`src/rtl/timer_a_prediv_count_if.sv`:
```
`timescale 1ns/1ps
`default_nettype none
// +----------------------------------------------------------------------+
// | timer_a_prediv_count_if : control/status bundle for the timer core    |
// | Rev 1.0                                                              |
// +----------------------------------------------------------------------+
interface timer_a_prediv_count_if;
  logic [1:0]  TASSEL;
  logic [1:0]  ID;
  logic [2:0]  IDEX;
  logic [1:0]  MC;
  logic        TACLR;
  logic [15:0] CCR0;
  logic        TAR_wr;
  logic [15:0] TAR_wdata;
  logic [15:0] TAR;
  logic        tick;
  logic        TAIFG_set;

  modport master (
    output TASSEL, ID, IDEX, MC, TACLR, CCR0, TAR_wr, TAR_wdata,
    input  TAR, tick, TAIFG_set
  );

  modport slave (
    input  TASSEL, ID, IDEX, MC, TACLR, CCR0, TAR_wr, TAR_wdata,
    output TAR, tick, TAIFG_set
  );
endinterface
`default_nettype wire

```
`src/rtl/timer_a_prediv_count.sv`:
```
`timescale 1ns/1ps
`default_nettype none
// +----------------------------------------------------------------------+
// | timer_a_prediv_count : source sync, two-stage predivider, 16b counter |
// | Rev 1.0                                                              |
// +----------------------------------------------------------------------+
module timer_a_prediv_count #(
  parameter int SYNC_STAGES = 2
) (
  input  logic                   MCLK,
  input  logic                   reset,
  input  logic                   TACLK,
  input  logic                   ACLK,
  input  logic                   SMCLK,
  input  logic                   INCLK,
  timer_a_prediv_count_if.slave  ta_bus
);

  localparam logic [1:0] c_MC_STOP = 2'b00;
  localparam logic [1:0] c_MC_UP   = 2'b01;
  localparam logic [1:0] c_MC_CONT = 2'b10;
  localparam logic [1:0] c_MC_UPDN = 2'b11;

  logic                   w_src;
  logic [SYNC_STAGES-1:0] r_sync;
  logic [SYNC_STAGES-1:0] r_vld;
  logic                   r_edge_d;
  logic                   r_armed;
  logic                   w_src_edge;

  always_comb begin
    w_src = 1'b0;
    unique case (ta_bus.TASSEL)
      2'b00:   w_src = TACLK;
      2'b01:   w_src = ACLK;
      2'b10:   w_src = SMCLK;
      default: w_src = INCLK;
    endcase
  end

  // r_vld tracks which sync stages hold post-reset samples; a rising edge
  // only counts once a genuine low level has been seen after reset/clear.
  assign w_src_edge = r_armed & r_sync[SYNC_STAGES-1] & ~r_edge_d;

  always_ff @(posedge MCLK or negedge reset) begin
    if (!reset) begin
      r_sync   <= '0;
      r_vld    <= '0;
      r_edge_d <= 1'b0;
      r_armed  <= 1'b0;
    end else if (ta_bus.TACLR) begin
      r_sync   <= '0;
      r_vld    <= '0;
      r_edge_d <= 1'b0;
      r_armed  <= 1'b0;
    end else begin
      r_sync[0] <= w_src;
      r_vld[0]  <= 1'b1;
      for (int i = 1; i < SYNC_STAGES; i++) begin
        r_sync[i] <= r_sync[i-1];
        r_vld[i]  <= r_vld[i-1];
      end
      r_edge_d <= r_sync[SYNC_STAGES-1];
      if (r_vld[SYNC_STAGES-1] && !r_sync[SYNC_STAGES-1]) begin
        r_armed <= 1'b1;
      end
    end
  end

  logic [2:0] r_div1;
  logic [2:0] r_div2;
  logic [2:0] w_t1;
  logic       w_t1_hit;
  logic       w_t2_hit;
  logic       r_tick;

  always_comb begin
    w_t1 = 3'd0;
    unique case (ta_bus.ID)
      2'b00:   w_t1 = 3'd0;
      2'b01:   w_t1 = 3'd1;
      2'b10:   w_t1 = 3'd3;
      default: w_t1 = 3'd7;
    endcase
  end

  // >= rather than == so a lowered terminal wraps instead of stalling
  assign w_t1_hit = (r_div1 >= w_t1);
  assign w_t2_hit = (r_div2 >= ta_bus.IDEX);

  always_ff @(posedge MCLK or negedge reset) begin
    if (!reset) begin
      r_div1 <= 3'd0;
      r_div2 <= 3'd0;
      r_tick <= 1'b0;
    end else if (ta_bus.TACLR) begin
      r_div1 <= 3'd0;
      r_div2 <= 3'd0;
      r_tick <= 1'b0;
    end else begin
      r_tick <= 1'b0;
      if (w_src_edge) begin
        if (w_t1_hit) begin
          r_div1 <= 3'd0;
          if (w_t2_hit) begin
            r_div2 <= 3'd0;
            r_tick <= 1'b1;
          end else begin
            r_div2 <= r_div2 + 3'd1;
          end
        end else begin
          r_div1 <= r_div1 + 3'd1;
        end
      end
    end
  end

  logic [15:0] r_tar;
  logic        r_dir;
  logic        r_taifg;
  logic [1:0]  r_mc_q;
  logic        w_dir;

  // Entering up/down from any other mode restarts the count direction upward.
  assign w_dir = ((ta_bus.MC == c_MC_UPDN) && (r_mc_q != c_MC_UPDN)) ? 1'b0 : r_dir;

  always_ff @(posedge MCLK or negedge reset) begin
    if (!reset) begin
      r_tar   <= 16'h0000;
      r_dir   <= 1'b0;
      r_taifg <= 1'b0;
      r_mc_q  <= c_MC_STOP;
    end else if (ta_bus.TACLR) begin
      r_tar   <= 16'h0000;
      r_dir   <= 1'b0;
      r_taifg <= 1'b0;
      r_mc_q  <= ta_bus.MC;
    end else begin
      r_taifg <= 1'b0;
      r_mc_q  <= ta_bus.MC;
      r_dir   <= w_dir;
      if (ta_bus.TAR_wr) begin
        r_tar <= ta_bus.TAR_wdata;
      end else if (r_tick) begin
        unique case (ta_bus.MC)
          c_MC_STOP: r_tar <= r_tar;
          c_MC_CONT: begin
            r_tar   <= r_tar + 16'd1;
            r_taifg <= (r_tar == 16'hFFFF);
          end
          c_MC_UP: begin
            if (ta_bus.CCR0 == 16'h0000) begin
              r_tar <= 16'h0000;
            end else if (r_tar >= ta_bus.CCR0) begin
              r_tar   <= 16'h0000;
              r_taifg <= 1'b1;
            end else begin
              r_tar <= r_tar + 16'd1;
            end
          end
          default: begin
            if (ta_bus.CCR0 == 16'h0000) begin
              r_tar <= 16'h0000;
            end else if (!w_dir) begin
              if (r_tar >= ta_bus.CCR0) begin
                r_tar <= r_tar - 16'd1;
                r_dir <= 1'b1;
              end else begin
                r_tar <= r_tar + 16'd1;
              end
            end else begin
              if (r_tar == 16'h0001) begin
                r_tar   <= 16'h0000;
                r_taifg <= 1'b1;
                r_dir   <= 1'b0;
              end else if (r_tar == 16'h0000) begin
                r_tar <= 16'h0001;
                r_dir <= 1'b0;
              end else begin
                r_tar <= r_tar - 16'd1;
              end
            end
          end
        endcase
      end
    end
  end

  assign ta_bus.TAR       = r_tar;
  assign ta_bus.tick      = r_tick;
  assign ta_bus.TAIFG_set = r_taifg;

endmodule
`default_nettype wire

```
`src/flat_wrapper.sv`:
```
// flat-port wrapper written by rule: the top's interface ports become plain ports
module timer_a_prediv_count_flat 
#(
  parameter int SYNC_STAGES = 2
)
  (MCLK, reset, TACLK, ACLK, SMCLK, INCLK, ta_bus_TASSEL, ta_bus_ID, ta_bus_IDEX, ta_bus_MC, ta_bus_TACLR, ta_bus_CCR0, ta_bus_TAR_wr, ta_bus_TAR_wdata, ta_bus_TAR, ta_bus_tick, ta_bus_TAIFG_set);
  timer_a_prediv_count_if ta_bus_i ();
  input  logic MCLK;
  input  logic reset;
  input  logic TACLK;
  input  logic ACLK;
  input  logic SMCLK;
  input  logic INCLK;
  input wire logic [$bits(ta_bus_i.TASSEL)-1:0] ta_bus_TASSEL;
  input wire logic [$bits(ta_bus_i.ID)-1:0] ta_bus_ID;
  input wire logic [$bits(ta_bus_i.IDEX)-1:0] ta_bus_IDEX;
  input wire logic [$bits(ta_bus_i.MC)-1:0] ta_bus_MC;
  input wire logic [$bits(ta_bus_i.TACLR)-1:0] ta_bus_TACLR;
  input wire logic [$bits(ta_bus_i.CCR0)-1:0] ta_bus_CCR0;
  input wire logic [$bits(ta_bus_i.TAR_wr)-1:0] ta_bus_TAR_wr;
  input wire logic [$bits(ta_bus_i.TAR_wdata)-1:0] ta_bus_TAR_wdata;
  output wire logic [$bits(ta_bus_i.TAR)-1:0] ta_bus_TAR;
  output wire logic [$bits(ta_bus_i.tick)-1:0] ta_bus_tick;
  output wire logic [$bits(ta_bus_i.TAIFG_set)-1:0] ta_bus_TAIFG_set;
  assign ta_bus_i.TASSEL = ta_bus_TASSEL;
  assign ta_bus_i.ID = ta_bus_ID;
  assign ta_bus_i.IDEX = ta_bus_IDEX;
  assign ta_bus_i.MC = ta_bus_MC;
  assign ta_bus_i.TACLR = ta_bus_TACLR;
  assign ta_bus_i.CCR0 = ta_bus_CCR0;
  assign ta_bus_i.TAR_wr = ta_bus_TAR_wr;
  assign ta_bus_i.TAR_wdata = ta_bus_TAR_wdata;
  assign ta_bus_TAR = ta_bus_i.TAR;
  assign ta_bus_tick = ta_bus_i.tick;
  assign ta_bus_TAIFG_set = ta_bus_i.TAIFG_set;
  timer_a_prediv_count #(.SYNC_STAGES(SYNC_STAGES)) u_core (.MCLK(MCLK), .reset(reset), .TACLK(TACLK), .ACLK(ACLK), .SMCLK(SMCLK), .INCLK(INCLK), .ta_bus(ta_bus_i));
endmodule
```
`config.mk`:
```
export PLATFORM = sky130hd
export DESIGN_NAME = timer_a_prediv_count_flat
export DESIGN_NICKNAME = d
export VERILOG_FILES = /design/src/rtl/timer_a_prediv_count_if.sv /design/src/rtl/timer_a_prediv_count.sv /design/src/flat_wrapper.sv
export SDC_FILE = /design/constraint.sdc
export NUM_CORES = 1
export LEC_CHECK = 0
export CORE_ASPECT_RATIO = 0.75
export CORE_MARGIN = 1
export CORE_UTILIZATION = 52
export CTS_CLUSTER_SIZE = 20
export DETAILED_ROUTE_END_ITERATION = 6
export GPL_ROUTABILITY_DRIVEN = 1
export HOLD_SLACK_MARGIN = 0.06
export PLACE_DENSITY = 0.82
export SLEW_MARGIN = 20
export SYNTH_ARGS = -nofsm -noshare
export SYNTH_HDL_FRONTEND = slang
export SYNTH_SLANG_ARGS = --single-unit
```
`constraint.sdc`:
```
create_clock -name MCLK -period 3.8 [get_ports MCLK]
set_input_delay 0.76 -clock MCLK [delete_from_list [all_inputs] [get_ports MCLK]]
set_output_delay 0.76 -clock MCLK [all_outputs]
set_load 0.1 [all_outputs]
```
* After elaboration in Yosys (flattened, before gate mapping)
Index checks and enable logic that the tools add are counted.
** Word-level totals
- Bits in registers :: 33
- Bits of input ports :: 49
- Output and inout bits :: 18
- Logic and storage cells :: 94
** Cells by class
- Add/sub/neg operators :: 4
- Order comparisons :: 3
- Eq/ne operators :: 11
- Muxes and demuxes :: 47
- Bitwise logic cells :: 3
- Reductions and logical operators :: 15
** Operators by type and width (count)
- 16-bit 2-to-1 mux :: 10
- 16-bit one-hot mux with 3 select lines :: 1
- 16-bit logical NOT :: 2
- 1-bit 2-to-1 mux :: 24
- 3-bit 2-to-1 mux :: 7
- 16-bit by 1-bit adder with 16-bit output, second input constant :: 1
- 16-bit by 1-bit equality test with 1-bit output, second input constant :: 1
- 16-bit equality test, second input constant :: 1
- 16-bit >= comparator :: 1
- 16-bit by 1-bit subtractor with 16-bit output, second input constant :: 1
- 3-bit one-hot mux with 3 select lines :: 1
- 2-bit equality test, second input constant :: 4
- 3-bit by 1-bit adder with 3-bit output, second input constant :: 2
- 2-bit by 1-bit equality test with 1-bit output, second input constant :: 3
- 3-bit >= comparator :: 2
- 2-bit logical NOT :: 3
- 1-bit one-hot mux with 3 select lines :: 2
- 2-bit nonzero test :: 3
- 2-bit 2-to-1 mux :: 2
- 2-bit AND reduction :: 2
- 3-bit inequality test, second input constant :: 1
- 3-bit nonzero test :: 1
- 3-bit OR reduction :: 1
- 1-bit bitwise AND :: 2
- other kinds (4) :: 5

* Depth between registers and ports, before layout
- Depth after elaboration :: 9
- Depth in mapped cells :: 12
- Mapped depth without buffers :: 10

* Least setup slack after synthesis
OpenSTA, ideal clock, no wires.
- Path kind :: reg-to-reg
- Start :: register u_core.r_tar[0], in the netlist u_core.ta_bus.TAR[0]
- End :: register u_core.r_tar[11], in the netlist u_core.ta_bus.TAR[11]
- Setup time :: 0.124 ns
- Arrival time :: 3.171 ns
- Data required time :: 3.676 ns
- Slack :: 0.505 ns
- Cell stages (with the launch flop) :: 13
- Buffers on the path :: 2
- Period minus slack after synthesis :: 3.295 ns
- Cell sequence :: dfrtp_1 -> clkbuf_1 -> inv_1 -> ha_1 -> nand2b_1 -> a31oi_1 -> o221ai_2 -> a211o_1 -> nor2b_4 -> buf_6 -> mux2i_1 -> o21ai_1 -> a211o_1
** Between the ends
- Cells in the longest elaborated chain, start to end :: 9
- Elaborated cells between the ends (all ways) :: 16
- Classes of those cells :: add/sub (2); order compare (1); eq/ne (1); mux (11); reduce/logical (1)
** Ends and longest elaborated chain
- from (decl) :: line timer_a_prediv_count.sv:118 : logic [15:0] r_tar;
- from (signal assigned) :: line timer_a_prediv_count.sv:143 : r_tar <= ta_bus.TAR_wdata;
- from (signal assigned) :: line timer_a_prediv_count.sv:146 : c_MC_STOP: r_tar <= r_tar;
- from (signal assigned) :: line timer_a_prediv_count.sv:148 : r_tar <= r_tar + 16'd1;
- 16-bit by 1-bit subtractor with 16-bit output / 16-bit logical NOT (equally long branches) :: line timer_a_prediv_count.sv:166, timer_a_prediv_count.sv:180, timer_a_prediv_count.sv:176
- 16-bit 2-to-1 mux :: line timer_a_prediv_count.sv:176 : end else if (r_tar == 16'h0000) begin
- 16-bit 2-to-1 mux :: line timer_a_prediv_count.sv:172 : if (r_tar == 16'h0001) begin
- 16-bit 2-to-1 mux :: line timer_a_prediv_count.sv:164 : end else if (!w_dir) begin
- 16-bit 2-to-1 mux :: line timer_a_prediv_count.sv:162 : if (ta_bus.CCR0 == 16'h0000) begin
- 16-bit one-hot mux with 3 select lines * :: line timer_a_prediv_count.sv:145 : unique case (ta_bus.MC)
- 16-bit 2-to-1 mux * :: line timer_a_prediv_count.sv:144 : end else if (r_tick) begin
- 16-bit 2-to-1 mux * :: line timer_a_prediv_count.sv:142 : if (ta_bus.TAR_wr) begin
- 16-bit 2-to-1 mux * :: line timer_a_prediv_count.sv:133 : end else if (ta_bus.TACLR) begin
Mark *: on every way between the ends. The rest lies on a longest branch, timed or not. The select of a mux whose other input is x is not followed.
A chain may end at the register's enable or synchronous reset.

* Final worst setup path
- Start :: input port ta_bus_CCR0[15]
- End :: register u_core.r_tar[8], in the netlist u_core.ta_bus.TAR[8]
** Between the ends
- Cells in the longest elaborated chain, start to end :: 8
- Elaborated cells between the ends (all ways) :: 11
- Classes of those cells :: order compare (1); mux (9); reduce/logical (1)
** Ends and longest elaborated chain
- from (decl) :: line flat_wrapper.sv:19 : input wire logic [$bits(ta_bus_i.CCR0)-1:0] ta_bus_CCR0;
- 16-bit >= comparator :: line timer_a_prediv_count.sv:154, timer_a_prediv_count.sv:165
- 16-bit 2-to-1 mux :: line timer_a_prediv_count.sv:165 : if (r_tar >= ta_bus.CCR0) begin
- 16-bit 2-to-1 mux :: line timer_a_prediv_count.sv:164
- 16-bit 2-to-1 mux :: line timer_a_prediv_count.sv:162
- 16-bit one-hot mux with 3 select lines * :: line timer_a_prediv_count.sv:145
- 16-bit 2-to-1 mux * :: line timer_a_prediv_count.sv:144
- 16-bit 2-to-1 mux * :: line timer_a_prediv_count.sv:142
- 16-bit 2-to-1 mux * :: line timer_a_prediv_count.sv:133
Marked as above.

==> results.cfg <==
[outcome]
outcome = completed

[finish]
multi_input_area_um2 = 2040
syn_to_final_growth_pct = 28.7
fillers = 423
seq_area_um2 = 826
drive_gt1_share_pct = 7.32
nNetsFinal = 532
diodes = 0
fin_util_pct = 71.6

[clock_network]
cts_sinks = 33
cts_root_buffer = clkbuf_8
cts.clk_slew.worst_paths_ns = 0.07
cts_setup_buffers = 0
cts_tree = yes
clk_latency_ns = 0.30
post_cts_resized = 0
cts_buffer_depth = 2
holdBufCountCts = 0
ctsHtreeMaxLevel = 2
cts_made_buffers = 5

[global_routing]
grt_max_degree = 34
grt_overflow = 0
antenna_found_initial = 0
grt_usage_pct = 29.4
grt_pass1_vias = 2949
grt_pass1_wl_um = 14300

[synth]
synth_top_area_cell = dfrtp_1
async_flop_share_pct = 100
yosysSeqAreaShare_pct = 26.8
avgSynthCellArea_um2 = 8.05
syn_nets = 464
yosysTopAreaCellShare_pct = 26.8
ys.warnings.count = 0
synthesis.area_um2 = 3080
netlist-cell-type-count = 58
synthCells = 382
synth_edf_count = 0
synth-main-ff-cell = dfrtp_1
synth.area.top_cells = dfrtp_1, ha_1, nor2_1
ys_ff_latch = 33

[setup_path]
cp_data_required_time_ns = 3.98
crit_cells = 11
r2r_setup_slack_ns = 0.80
max_stage_delay_ns = 0.51
critical_path.top_delay_family = compound AO/OA/AOI/OAI gates
worstPathMaxFanout = 11
reg2reg_depth = 10
crit_end = u_core.ta_bus.TAR[8]
path_cells = clkdlybuf4s50_1 > inv_1 > ha_1 > nand4_1 > nor2_1 > a2111o_1 > a211o_1 > buf_4 > o21ai_2 > nand2_1 > o311ai_1
r2r_start = u_core.ta_bus.TAR[0]
critPathLaunchType = input port
cpMaxStageDelayCell = clkdlybuf4s50_1
reg2reg_to = u_core.ta_bus.TAR[8]
critPathArrivalTime_ns = 3.49
end_kind = flip-flop
startpoint = ta_bus_CCR0[15]
crit_type = input port to flip-flop
path_buf_inv = 3

[drt]
viasPerCell = 6.02
drt-initial-drc-count = 312
wl_per_cell_um = 16.7
drcViolationCount = 0
ant_nets = 0
drt-total-wl_um = 8770
num_vias = 3167
firstDrtPassIters = 5

[floorplan]
rows = 23
start_util_pct = 55.7
die-width_um = 90.8
num_io_pins = 67
coreArea_um2 = 5530
die_area_um2 = 6230
die_height_um = 68.6

[timing]
period_needed_ns = 3.31
fin_crit_sh_pct = 87.1
timing.fmax_mhz = 302
report.final.setup_viol = 0
hold_violations = 0
finalMaxSlewViolations = 0
max_slew_margin_pct = 34.4
rsz0062_at_grt = false
fin_tns_setup_ns = 0
fin_worst_skew_ns = 0.0120
worstMarginPinSlew_ns = 0.980

[place]
place.port_buffers = 66
dp_hpwl_um = 6530
gp_congestion = 0.939

[pwr]
power.density_nw_per_um2 = 330
max-vdd-ir-drop_v = 0.000205
p_leak_uw = 0.00184

[hold_path]
hold_path_class = flip-flop to flip-flop

[run]
cap_violations = 0
per-layer routing:
metal  vias to the layer above  wire (µm)  GRT usage, %
met1                      1495       3910          38.3
met2                       155       3970          52.2
met4                         0         62          5.95
li1                       1508          -             -
met5                         -          0             0
met3                         9        825          5.15
layout by cell type (no fill, tap or decap), types with 9 or more instances in the layout:
cell type        instances
a22oi_1                 13
inv_1                   36
clkdlybuf4s50_1         66
nand2_1                 33
a21oi_1                 20
o21ai_0                 13
mux2i_1                 11
dfrtp_1                 33
ha_1                    33
and3_1                   9
nor2_1                  43
buf_4                    9
nand3_1                 16
worst min-delay path by stage:
| stage | from | to | cells after the start |
|---|---|---|---|
| 2_1_floorplan | u_core.r_sync[0] | u_core.r_sync[1] | 1 |
| 5_1_grt | u_core.r_sync[0] | u_core.r_sync[1] | 1 |
| 3_3_place_gp | u_core.r_vld[0] | u_core.r_vld[1] | 1 |
| 6_report | u_core.r_sync[0] | u_core.r_sync[1] | 1 |
| 3_5_place_dp | u_core.r_sync[0] | u_core.r_sync[1] | 1 |
| 4_1_cts | u_core.r_sync[0] | u_core.r_sync[1] | 1 |
where the power goes:
part	internal (µW)	switching (µW)
clock	261	146
sequential	371	51.1
combinational	181	297
total	813	495
cell type report:
| class | count | area share [%] |
|---|---|---|
| inverter | 36 | 3.41 |
| clock buffer | 5 | 1.74 |
| sequential | 33 | 20.9 |
| tap | 75 | 2.37 |
| clock inverter | 3 | 1.64 |
| multi-input combinational | 299 | 51.6 |
| timing repair buffer | 75 | 18.4 |
cells in the mapped netlist, types with 2 or more instances:
| library cell | n |
|---|---|
| xor2_1 | 2 |
| or2_2 | 3 |
| a211o_1 | 5 |
| nand2_1 | 33 |
| xnor2_1 | 4 |
| nand2b_1 | 8 |
| nor2b_1 | 4 |
| o31ai_1 | 6 |
| o21ai_1 | 4 |
| and3_1 | 9 |
| inv_1 | 36 |
| a21o_1 | 4 |
| o21ai_0 | 13 |
| nand4_1 | 6 |
| or3_1 | 2 |
| ha_1 | 33 |
| buf_2 | 2 |
| nor4_1 | 8 |
| nor3b_1 | 2 |
| mux2i_1 | 11 |
| a211oi_1 | 3 |
| a31oi_1 | 4 |
| buf_6 | 2 |
| a21boi_0 | 2 |
| clkbuf_1 | 9 |
| dfrtp_1 | 33 |
| or4_4 | 2 |
| a21oi_1 | 20 |
| mux2_2 | 2 |
| o311ai_1 | 2 |
| nand3_1 | 16 |
| nor2_1 | 43 |
| o211a_1 | 3 |
| and2_1 | 4 |
| a22oi_1 | 13 |
| nor3_1 | 7 |
kinds of logic (layout without fill, tap and decap cells):
kind of cell	count (synthesis)	count (layout)	synth area share [%]
adder cells (fa/ha/maj)	33	33	13.4
buffers and inverters	50	119	6.79
multiplexers	14	14	5.04
XOR/XNOR	6	6	1.71
AND/OR/NAND/NOR	154	154	25.3
flip-flops	33	33	26.8
AO/OA/AOI/OAI	92	92	20.9
sequential cells by signal (all words and copies together), names as in the netlist, 2 cells and up:
register / count
u_core.ta_bus.TAR: 16
u_core.r_div1: 3
u_core.r_vld: 2
u_core.r_div2: 3
u_core.r_sync: 2
u_core.r_mc_q: 2
stage by stage:
stage | setup slack [ns] | instances | hold slack, ns | cell area [µm²] | total power [µW]
after floorplan | 0.505 | 382 | 0.439 | 3080 | 738
final | 0.492 | 526 | 0.466 | 3960 | 1310
after detailed placement | 0.243 | 518 | 0.451 | 3820 | 898
after global routing | 0.293 | 526 | 0.496 | 3960 | 1360
after global placement | 0.345 | 518 | 0.440 | 3820 | 885
after CTS | 0.533 | 526 | 0.468 | 3960 | 1300
No activity file was read; power rests on OpenSTA's default activity.
==> variant 1, RTL diff (config.mk and constraints unchanged) <==
`SYNC_STAGES` is set to 2 in 2 places; all go to 1.
--- a/src/rtl/timer_a_prediv_count.sv
+++ b/src/rtl/timer_a_prediv_count.sv
@@ -5,7 +5,7 @@
 // | Rev 1.0                                                              |
 // +----------------------------------------------------------------------+
 module timer_a_prediv_count #(
-  parameter int SYNC_STAGES = 2
+  parameter int SYNC_STAGES = 1
 ) (
   input  logic                   MCLK,
   input  logic                   reset,
--- a/src/flat_wrapper.sv
+++ b/src/flat_wrapper.sv
@@ -1,7 +1,7 @@
 // flat-port wrapper written by rule: the top's interface ports become plain ports
 module timer_a_prediv_count_flat 
 #(
-  parameter int SYNC_STAGES = 2
+  parameter int SYNC_STAGES = 1
 )
   (MCLK, reset, TACLK, ACLK, SMCLK, INCLK, ta_bus_TASSEL, ta_bus_ID, ta_bus_IDEX, ta_bus_MC, ta_bus_TACLR, ta_bus_CCR0, ta_bus_TAR_wr, ta_bus_TAR_wdata, ta_bus_TAR, ta_bus_tick, ta_bus_TAIFG_set);
   timer_a_prediv_count_if ta_bus_i ();
Function: changed (a bounded check fails within 4 cycles, from zero or initial values and one cycle with reset low).
==> variant 1 against the unedited design <==
  * Critical path type unchanged
  * Setup slack gained 0.015 ns
  * Sequential cell count shrank 2
  * Total power shrank 18%
  * Register-to-register slack gained 0.08 ns
  * Utilization shrank 1.4 points
  * Clock skew shrank 0.0028 ns
  * Final area shrank 3.5%
  * Via count shrank 2.1%
  * Area after synthesis shrank 3.3%
  * Routed wire length shrank 1.6%
==> variant 1: results (changes against the unedited design) <==
\begin{tabular}{lr}
\hline
Metric & Value \\
\hline
\multicolumn{2}{l}{\textbf{Global routing}} \\
\quad Met2 usage & 0.4676 (-0.05422) \\
\quad First-pass GRT wire length & 14.05 mm (-2.0\%) \\
\quad Met3 Use GR & 0.06357 (+0.01203) \\
\quad Pin count of the biggest net entering global routing & 32 (-5.9\%) \\
\multicolumn{2}{l}{\textbf{Worst setup path}} \\
\quad Setup slack, reg-to-reg & 0.88 ns (+0.08 ns) \\
\quad Worst setup path end & u\_core.ta\_bus.TAR[14] \\
\quad Peak per-stage delay on the critical path & 0.48 ns (-0.03 ns) \\
\quad Register-to-Register Path Depth & 9 (-1) \\
\quad Family with the most delay on the worst path & buffers and inverters \\
\multicolumn{2}{l}{\textbf{Cells and area}} \\
\quad Multi-In Gates & 286 (-4.3\%) \\
\quad Fraction of final layout cells sized beyond drive strength 1 & 0.08276 (+0.009588) \\
\quad Non-clock inverter count & 35 (-2.8\%) \\
\quad Multi-input gate area & 2007 µm² (-1.7\%) \\
\quad Flip-flop and latch share of the layout cell area & 0.2030 (-0.005584) \\
\quad Clock distribution area overhead in the final layout & 0.02227 (-0.01155) \\
\multicolumn{2}{l}{\textbf{Synth}} \\
\quad Complex-gate fraction of the synthesized area & 0.2195 (+0.01048) \\
\quad Number of nets in the synthesized netlist & 447 (-3.7\%) \\
\quad Area share of fa/ha/maj cells after synthesis & 0.1388 (+0.004571) \\
\multicolumn{2}{l}{\textbf{Drt}} \\
\quad Detailed-route wire length on metal 1 & 4.014 mm (+2.7\%) \\
\quad Total Wirelength & 8.635 mm (-1.6\%) \\
\multicolumn{2}{l}{\textbf{Status}} \\
\quad Status & complete, no violations \\
\multicolumn{2}{l}{\textbf{Placement}} \\
\quad RD Place Congestion & 0.9366 (-0.27\%) \\
\quad HPWL reported at the end of detailed placement & 6.681 mm (+2.3\%) \\
\multicolumn{2}{l}{\textbf{Hold path}} \\
\quad Hold path startpoint & u\_core.r\_vld \\
\quad Hold endpoint & u\_core.r\_armed \\
\hline
\end{tabular}
## variant 1: cell types whose count changed in the layout (fill, tap and decap cells not counted), sizes merged, moves of 5 or more
cell,before,now
a31oi,4,10
a211o,5,0
xor2,2,7
nor2,43,31
nand3,16,11
## variant 1: stage by stage
step                area [µm²]  setup WS, ns  utilization  hold WS, ns  cells
floorplan                 2975        0.6306            -       0.4556    365
global placement          3736        0.2928       0.6869       0.4705    502
detailed placement        3736        0.2293       0.6869       0.4816    502
CTS                       3821        0.5297       0.7026       0.4979    510
global route              3821        0.3456       0.7026       0.5607    510
finish                    3821        0.5065       0.7026       0.4945    510
## variant 1: power groups by stage
stage / sequential (mW) / combinational [mW] / clock, mW
after floorplan: 0.465 / 0.192 / 0
after global placement: 0.388 / 0.409 / 0
after detailed placement: 0.389 / 0.416 / 0
after CTS: 0.383 / 0.418 / 0.266
after global routing: 0.388 / 0.454 / 0.283
final: 0.384 / 0.423 / 0.264
==> variant 2, RTL diff (same flow settings) <==
Made on the original files. Make the reset (`reset`) synchronous in 3 clocked blocks.
--- a/src/rtl/timer_a_prediv_count.sv
+++ b/src/rtl/timer_a_prediv_count.sv
@@ -42,7 +42,7 @@
   // only counts once a genuine low level has been seen after reset/clear.
   assign w_src_edge = r_armed & r_sync[SYNC_STAGES-1] & ~r_edge_d;
 
-  always_ff @(posedge MCLK or negedge reset) begin
+  always_ff @(posedge MCLK) begin
     if (!reset) begin
       r_sync   <= '0;
       r_vld    <= '0;
@@ -88,7 +88,7 @@
   assign w_t1_hit = (r_div1 >= w_t1);
   assign w_t2_hit = (r_div2 >= ta_bus.IDEX);
 
-  always_ff @(posedge MCLK or negedge reset) begin
+  always_ff @(posedge MCLK) begin
     if (!reset) begin
       r_div1 <= 3'd0;
       r_div2 <= 3'd0;
@@ -124,7 +124,7 @@
   // Entering up/down from any other mode restarts the count direction upward.
   assign w_dir = ((ta_bus.MC == c_MC_UPDN) && (r_mc_q != c_MC_UPDN)) ? 1'b0 : r_dir;
 
-  always_ff @(posedge MCLK or negedge reset) begin
+  always_ff @(posedge MCLK) begin
     if (!reset) begin
       r_tar   <= 16'h0000;
       r_dir   <= 1'b0;
Behaviour: differs if reset is asserted again (counterexample within 4 cycles, from zero or initial values and one cycle with reset low); with reset held inactive, the same outputs for 4 cycles.
==> variant 2 against the unedited design <==
  * Critical path type unchanged
  * Register-to-register slack got worse by 0.32 ns
  * Area after synthesis decreased by 4.2%
  * Global-route usage increased by 1.8 points
  * Sequential cell count unchanged
  * Hold slack got worse by 0.042 ns
  * Synthesized cell count increased by 3.4%
  * Total power decreased by 21%
  * Via count increased by 2.5%
  * First-iteration DRC count increased by 21%
  * Routed wire length increased by 1.6%
  * Setup slack got worse by 0.079 ns
  * Final area decreased by 5.1%
==> variant 2: results (changes against the unedited design) <==
\begin{tabular}{lr}
\hline
Metric & Value \\
\hline
\multicolumn{2}{l}{\textbf{Status}} \\
\quad Status & complete, no violations \\
\multicolumn{2}{l}{\textbf{Worst setup path}} \\
\quad Start of the worst register-to-register path & u\_core.ta\_bus.TAR[0] \\
\quad Critical path data arrival time & 3.56 ns (+0.07 ns) \\
\quad Worst-path fanout max & 13 (+2) \\
\quad Worst setup path end & u\_core.ta\_bus.TAR[11] \\
\multicolumn{2}{l}{\textbf{Synth}} \\
\quad Complex-gate fraction of the synthesized area & 0.2394 (+0.03036) \\
\quad Synth top area cells & sky130\_fd\_sc\_hd\_\_dfxtp\_1 22\%, sky130\_fd\_sc\_hd\_\_ha\_1 14\%, sky130\_fd\_sc\_hd\_\_a21oi\_1 5.6\% \\
\quad Async set-or-reset flop fraction in the synthesized netlist & 0 (-1.000) \\
\quad Ranking of synthesized cells by instance count & 39 x sky130\_fd\_sc\_hd\_\_nor2\_1, 34 x sky130\_fd\_sc\_hd\_\_nand2\_1, 33 x sky130\_fd\_sc\_hd\_\_a21oi\_1, 33 x sky130\_fd\_sc\_hd\_\_dfxtp\_1, 33 x sky130\_fd\_sc\_hd\_\_ha\_1 \\
\quad Share of the synthesized netlist area taken by xor and xnor gates & 0.03268 (+0.01560) \\
\quad Number of distinct library cells after synthesis & 63 (+8.6\%) \\
\multicolumn{2}{l}{\textbf{Placement}} \\
\quad RD Place Congestion & 0.9286 (-1.1\%) \\
\quad Total cell area at the placement stage & 3642 µm² (-4.8\%) \\
\multicolumn{2}{l}{\textbf{Hold path}} \\
\quad Hold endpoint & u\_core.r\_vld[1] \\
\multicolumn{2}{l}{\textbf{Global routing}} \\
\quad First-pass GRT wire length & 14.23 mm (-0.68\%) \\
\quad Met2 usage & 0.4990 (-0.02274) \\
\quad Global router's overall resource usage & 0.3117 (+0.01815) \\
\quad Pin count of the biggest net entering global routing & 22 (-35\%) \\
\quad Met3 Use GR & 0.04401 (-0.007525) \\
\multicolumn{2}{l}{\textbf{Drt}} \\
\quad Met3 Wirelength & 745 µm (-9.7\%) \\
\quad DR pass1 iterations & 6 (+1) \\
\quad Total number of vias & 3245 (+2.5\%) \\
\multicolumn{2}{l}{\textbf{Timing}} \\
\quad Max-slew headroom at the worst pin & 0.3447 (+0.0004380) \\
\quad Layout Skew & 0.01458 ns (+0.002623 ns) \\
\multicolumn{2}{l}{\textbf{Cells and area}} \\
\quad Multi-In Gates & 310 (+3.7\%) \\
\quad Repair and plain buffers & 73 (-2.7\%) \\
\hline
\end{tabular}
==> variant 2: changes by cell type after synthesis, sizes merged, moves of 5 or more <==
| cell | delta |
|---|---|
| a22oi | -11 |
| a21oi | +12 |
| dfxtp | +33 |
| dfrtp | -33 |
| nor3 | +6 |
| inv | -5 |
| mux2i | -11 |
| buf | +5 |
| a211o | -5 |
| o21ai | +5 |
==> variant 2: worst register-to-register path, delay by kind of cell, from the launching register on <==
kind	cells	cell delay [ns]
AO/OA/AOI/OAI	4	1.13
flip-flops	1	0.54
buffers and inverters	1	0.24
adder cells (fa/ha/maj)	1	0.33
AND/OR/NAND/NOR	4	0.97
==> variant 2: metrics by stage <==
step | cells | util | setup slack, ns | total power [mW] | hold slack, ns
global route | 531 | 0.6947 | 0.1571 | 1.072 | 0.4362
CTS | 531 | 0.6947 | 0.4785 | 1.030 | 0.4272
finish | 531 | 0.6947 | 0.4130 | 1.034 | 0.4240
floorplan | 395 | - | 0.3331 | 0.5734 | 0.4057
global placement | 523 | 0.6732 | 0.2918 | 0.6750 | 0.4086
detailed placement | 523 | 0.6732 | 0.1894 | 0.6833 | 0.4115
==> variant 2: power groups by stage <==
stage          combinational [mW]  sequential [mW]  clock, mW
2_1_floorplan               0.150            0.423          0
3_3_place_gp                0.290            0.385          0
3_5_place_dp                0.298            0.385          0
4_1_cts                     0.300            0.377      0.353
5_1_grt                     0.325            0.380      0.367
6_report                    0.304            0.379      0.352
==> variant 2: logic make-up after synthesis <==
family / after synthesis
adders and majority gates: 33
buffers and inverters: 52
DFF: 33
muxes: 1
xor gates and xnor gates: 11
AOI/OAI and AO/OA: 106
and+or+nand+nor: 159
